$ cat src/rtl/note_tone_generator_if.sv
// Note-code input and tone output bundle between the music memory read port and the tone generator.
interface note_tone_generator_if #(
  parameter int DATA_WIDTH = 10
);
  logic                  enable;
  logic                  note_valid;
  logic [DATA_WIDTH-1:0] note_code;
  logic                  tone_out;
  logic                  playing;
  logic                  code_err;

  modport master (
    output enable, note_valid, note_code,
    input  tone_out, playing, code_err
  );

  modport slave (
    input  enable, note_valid, note_code,
    output tone_out, playing, code_err
  );
endinterface

$ cat src/rtl/note_tone_generator.sv
// Square-wave buzzer tone from a stream of 10-bit note codes via a half-period lookup and counter.
// Optional macro TONE_SYNC_CHANGE_EN defers note-to-note changes to the next toggle point.
module note_tone_generator #(
  parameter int CNT_WIDTH = 20
) (
  input  logic                  clk,
  input  logic                  rst,
  note_tone_generator_if.slave  bus
);

  logic [9:0]           r_cur_code;
  logic [CNT_WIDTH-1:0] r_half_per;
  logic [CNT_WIDTH-1:0] r_cnt;
  logic                 r_tone;
  logic                 r_playing;
  logic                 r_code_err;

  logic [9:0]           w_eff_code;
  logic                 w_eff_rest;
  logic                 w_eff_invalid;
  logic                 w_eff_note;
  logic                 w_change;
  logic                 w_toggle;
  logic                 w_load;
  logic [CNT_WIDTH-1:0] w_next_hp;

  function automatic logic [CNT_WIDTH-1:0] f_half_per(input logic [9:0] code);
    logic [CNT_WIDTH-1:0] base;
    base = '0;
    case (code[8:2])
      7'b0000001: base = CNT_WIDTH'(191110);
      7'b0000010: base = CNT_WIDTH'(170265);
      7'b0000100: base = CNT_WIDTH'(151685);
      7'b0001000: base = CNT_WIDTH'(143172);
      7'b0010000: base = CNT_WIDTH'(127551);
      7'b0100000: base = CNT_WIDTH'(113636);
      7'b1000000: base = CNT_WIDTH'(101239);
      default:    base = '0;
    endcase
    case (code[1:0])
      2'b01:   return base >> 1;
      2'b10:   return base << 1;
      default: return base;
    endcase
  endfunction

  always_comb begin
    w_eff_code    = (bus.note_valid && bus.enable) ? bus.note_code : '0;
    w_eff_rest    = (w_eff_code[8:2] == '0);
    w_eff_invalid = !w_eff_rest && (w_eff_code[9] || !$onehot(w_eff_code[8:2]));
    w_eff_note    = !w_eff_rest && !w_eff_invalid;
    w_next_hp     = w_eff_note ? f_half_per(w_eff_code) : '0;
    w_change      = (w_eff_code != r_cur_code);
    w_toggle      = (r_cnt == r_half_per);
`ifdef TONE_SYNC_CHANGE_EN
    // Note-to-note changes wait for the toggle point; the newest effective code is the pending one.
    w_load        = w_change && (!(r_playing && w_eff_note) || w_toggle);
`else
    w_load        = w_change;
`endif
  end

  always_ff @(posedge clk) begin
    if (rst) begin
      r_cur_code <= '0;
      r_half_per <= '0;
      r_cnt      <= CNT_WIDTH'(1);
      r_tone     <= 1'b0;
      r_playing  <= 1'b0;
      r_code_err <= 1'b0;
    end else begin
      if (w_load && w_eff_invalid)
        r_code_err <= 1'b1;
      if (w_load) begin
        r_cur_code <= w_eff_code;
        r_half_per <= w_next_hp;
        r_cnt      <= CNT_WIDTH'(1);
        r_tone     <= w_eff_note;
        r_playing  <= w_eff_note;
      end else if (r_playing) begin
        if (w_toggle) begin
          r_tone <= ~r_tone;
          r_cnt  <= CNT_WIDTH'(1);
        end else begin
          r_cnt  <= r_cnt + CNT_WIDTH'(1);
        end
      end else begin
        r_tone <= 1'b0;
        r_cnt  <= CNT_WIDTH'(1);
      end
    end
  end

  assign bus.tone_out = r_tone;
  assign bus.playing  = r_playing;
  assign bus.code_err = r_code_err;

endmodule

$ cat src/flat_wrapper.sv
// flat-port wrapper written by rule: the top's interface ports become plain ports
module note_tone_generator_flat 
#(
  parameter int CNT_WIDTH = 20
)
  (clk, rst, bus_enable, bus_note_valid, bus_note_code, bus_tone_out, bus_playing, bus_code_err);
  note_tone_generator_if bus_i ();
  input  logic clk;
  input  logic rst;
  input wire logic [$bits(bus_i.enable)-1:0] bus_enable;
  input wire logic [$bits(bus_i.note_valid)-1:0] bus_note_valid;
  input wire logic [$bits(bus_i.note_code)-1:0] bus_note_code;
  output wire logic [$bits(bus_i.tone_out)-1:0] bus_tone_out;
  output wire logic [$bits(bus_i.playing)-1:0] bus_playing;
  output wire logic [$bits(bus_i.code_err)-1:0] bus_code_err;
  assign bus_i.enable = bus_enable;
  assign bus_i.note_valid = bus_note_valid;
  assign bus_i.note_code = bus_note_code;
  assign bus_tone_out = bus_i.tone_out;
  assign bus_playing = bus_i.playing;
  assign bus_code_err = bus_i.code_err;
  note_tone_generator #(.CNT_WIDTH(CNT_WIDTH)) u_core (.clk(clk), .rst(rst), .bus(bus_i));
endmodule
$ cat config.mk
export PLATFORM = sky130hd
export DESIGN_NAME = note_tone_generator_flat
export DESIGN_NICKNAME = d
export VERILOG_FILES = /design/src/rtl/note_tone_generator_if.sv /design/src/rtl/note_tone_generator.sv /design/src/flat_wrapper.sv
export SDC_FILE = /design/constraint.sdc
export NUM_CORES = 1
export LEC_CHECK = 0
export BUFFER_PORTS_ARGS = -buffer_cell sky130_fd_sc_hd__buf_2
export CAP_MARGIN = 10
export CORE_UTILIZATION = 34
export DETAILED_ROUTE_END_ITERATION = 8
export PLACE_DENSITY = 0.5
export SLEW_MARGIN = 0
export SYNTH_ARGS = -nofsm -noshare
export SYNTH_HDL_FRONTEND = slang
export SYNTH_SLANG_ARGS = --single-unit
$ cat constraint.sdc
create_clock -name clk -period 3.7 [get_ports clk]
set_input_delay 0 -clock clk [delete_from_list [all_inputs] [get_ports clk]]
set_output_delay 0 -clock clk [all_outputs]
set_load 0.005 [all_outputs]
==> flow_metrics.py <==
metrics = {
    "timing": {
        "worst_pin_slew_ns": 1.09,
        "slew_violations": 0,
        "max_freq_mhz": 362,
        "setup_viol": 0,
        "slew_headroom": 0.264,
        "setup_tns_ns": 0,
        "grt_setup_unrepaired": "false",
        "min_period_ns": 2.76,
        "fin_crit_sh": 0.746,
        "finalHoldViolCount": 0,
        "setup_ws_ns": 0.941,
        "clock_skew_ns": 0.00969,
    },
    "setup_path": {
        "crit_required_ns": 3.96,
        "cp-endpoint": "u_core.r_half_per[18]$_SDFFE_PP0P_",
        "startpoint": "bus_note_valid",
        "reg2reg_depth": 7,
        "start_kind": "primary input",
        "arrival_ns": 3.02,
        "setup.worst_path.class": "primary input to flop",
        "r2r_start": "u_core.r_cur_code[3]$_SDFFE_PP0P_",
        "crit_fanout": 20,
        "cp-end-kind": "flop",
        "crit-reg2reg-capture": "u_core.r_cnt[8]$_SDFF_PP0_",
        "rrSetupSlack_ns": 1.47,
    },
    "clock_tree": {
        "htree_levels": 2,
        "post_cts_buffers": 0,
        "clk_pin_slew_ns": 0.11,
        "hold_buffers": 0,
        "insertion_delay_ns": 0.31,
        "cts-root-buf": "clkbuf_8",
        "cts_buffers": 5,
        "cts_resized": 0,
        "clockBufferDepth": 2,
        "clkSinkCount": 52,
        "cts_tree": "built",
    },
    "floorplan": {
        "row_count": 35,
        "die_y_um": 100,
        "core_area_um2": 9280,
        "io_pins": 17,
        "initial_core_util": 0.352,
        "die_w_um": 100,
        "dieArea_um2": 10000,
    },
    "routing": {
        "dr_total_vias": 2778,
        "avgViaCountPerCell": 5.33,
        "final_antenna_net_count": 0,
        "totalWireLength_mm": 8.26,
        "drtIter0Drc": 181,
        "post_drt_wl_per_cell_um": 15.9,
        "drc": 0,
        "drt-pass1-iter-count": 4,
    },
    "synthesis": {
        "yosysWarnings": 0,
        "async_flop_share": 0,
        "syn_area_um2": 3270,
        "syn-num-nets": 414,
        "synth-adder-area-share": 0.0605,
        "ys.flop_type": "dfxtp_1",
        "synth-simple-area-share": 0.245,
        "synth_compound_area_frac": 0.206,
        "synth_mux_area_frac": 0.00306,
        "synth_xor_area_frac": 0.115,
        "yosysSeqAreaShare": 0.318,
        "avgSynthCellArea_um2": 8.47,
        "ys_seq_elements": 52,
        "synth_top_family_by_area": "simple AND/OR/NAND/NOR gates",
        "synth_cell_types": 62,
        "synth-edff-count": 0,
        "synthCells": 386,
    },
    "power_and_ir_drop": {
        "max-vdd-ir-drop_mv": 0.156,
        "p_leak_nw": 1.39,
        "power_density_nw_per_um2": 326,
    },
    "place": {
        "port_buffers": 16,
        "dp.cells": 513,
        "place.gp.congestion": 0.839,
        "dp_slack_ns": 0.615,
        "dp_hpwl_mm": 6.18,
    },
    "global_routing": {
        "grt_pass1_vias": 2609,
        "grt_max_degree": 32,
        "grt_first_pass_wirelength_mm": 13.5,
        "antenna_found_initial": 0,
        "track_usage": 0.171,
        "grt-ovfl-total": 0,
    },
    "cells_and_area": {
        "drive_above_1_share": 0.105,
        "final_common_cell": "dfxtp_1",
        "nFillCells": 994,
        "final_cells": 521,
        "finalNetCount": 419,
        "final_util": 0.378,
        "antenna_cells": 0,
        "mostFrequentLayoutCells": "dfxtp_1 (52), nor2_1 (41), nand2_1 (39)",
        "syn2layout_area_growth_pct": 7.23,
    },
    "outcome": {
        "status": "completed",
    },
    "min_path": {
        "hold_class": "primary input to flop",
    },
    "job": {
        "drv_cap": 0,
    },
}
-- registers in the layout, indices dropped and copies added (netlist names) --
| register | flops |
|---|---|
| u_core.r_cnt | 20 |
| u_core.r_half_per | 19 |
| u_core.bus.playing | 1 |
| u_core.bus.tone_out | 1 |
| u_core.bus.code_err | 1 |
| u_core.r_cur_code | 10 |
-- cell type report --
type | count | area, um^2 | share of cell area
tap | 129 | 161 | 0.0460
multi-input combinational | 299 | 2060 | 0.587
clock buffer | 5 | 68.8 | 0.0196
clock inverter | 3 | 26.3 | 0.00749
timing repair buffer | 18 | 95.1 | 0.0271
sequential | 52 | 1040 | 0.297
inverter | 15 | 56.3 | 0.0161
-- cell usage after synthesis, types with 10 or more instances --
master    count  area share
clkbuf_1     12       0.014
a21oi_1      11       0.017
xor2_1       22       0.059
ha_1         11       0.042
a22o_1       10       0.027
nor2_1       41       0.047
dfxtp_1      52        0.32
nand2_1      39       0.045
nand3_1      18       0.028
xnor2_1      21       0.056
o21ai_0      21       0.032
inv_1        15       0.017
-- per-layer routing --
metal / global-route usage / part of all wire
met4: 0.0513 / 0.011
met5: 0 / 0
met1: 0.233 / 0.49
met2: 0.280 / 0.47
met3: 0.0265 / 0.030
-- critical path, cell delays in order --
cell and delay (ns):
buf_2 0.19, and2_4 0.26, nand2_1 0.13, ha_1 0.33, fa_1 0.46, ha_1 0.23, fa_1 0.37, xor2_1 0.14
nand4b_1 0.13, a21oi_1 0.18, and3b_4 0.38, a32o_1 0.21
-- where the power goes --
part	leakage, nW	switching (W)	total [W]	internal (W)
clock	0.0423	0.000224	0.000363	0.000139
sequential	0.420	0.0000102	0.000581	0.000571
combinational	0.925	0.000125	0.000198	0.0000731
total	1.39	0.000359	0.00114	0.000783
-- through the flow --
step,cell area (um^2),power (W),hold slack (ns)
after global routing,3510,0.00120,0.0111
final,3510,0.00114,0.00964
after detailed placement,3410,0.000791,0.349
after CTS,3510,0.00115,0.00375
after global placement,3410,0.000791,0.352
after floorplan,3270,0.000738,0.0716
-- worst min path at each step --
stage / start / depth (start not counted) / to / slack (ns)
2_1_floorplan: rst / 1 / u_core.r_cur_code[5]$_SDFFE_PP0P_ / 0.07
3_3_place_gp: bus_note_code[9] / 3 / u_core.r_cur_code[9]$_SDFFE_PP0P_ / 0.35
3_5_place_dp: bus_note_code[4] / 3 / u_core.r_cur_code[4]$_SDFFE_PP0P_ / 0.35
4_1_cts: bus_note_code[1] / 3 / u_core.r_cur_code[1]$_SDFFE_PP0P_ / 0.004
5_1_grt: bus_note_code[1] / 3 / u_core.r_cur_code[1]$_SDFFE_PP0P_ / 0.01
6_report: bus_note_code[1] / 3 / u_core.r_cur_code[1]$_SDFFE_PP0P_ / 0.01
-- cells by family (layout without fill, tap and decap cells) --
family,count (synthesis),count (layout)
mux,1,1
buf+inv,35,41
flops,52,52
simple gates,153,153
compound gates,88,88
fa+ha+maj,14,14
xor+xnor,43,43
No activity file was read; power rests on OpenSTA's default activity.
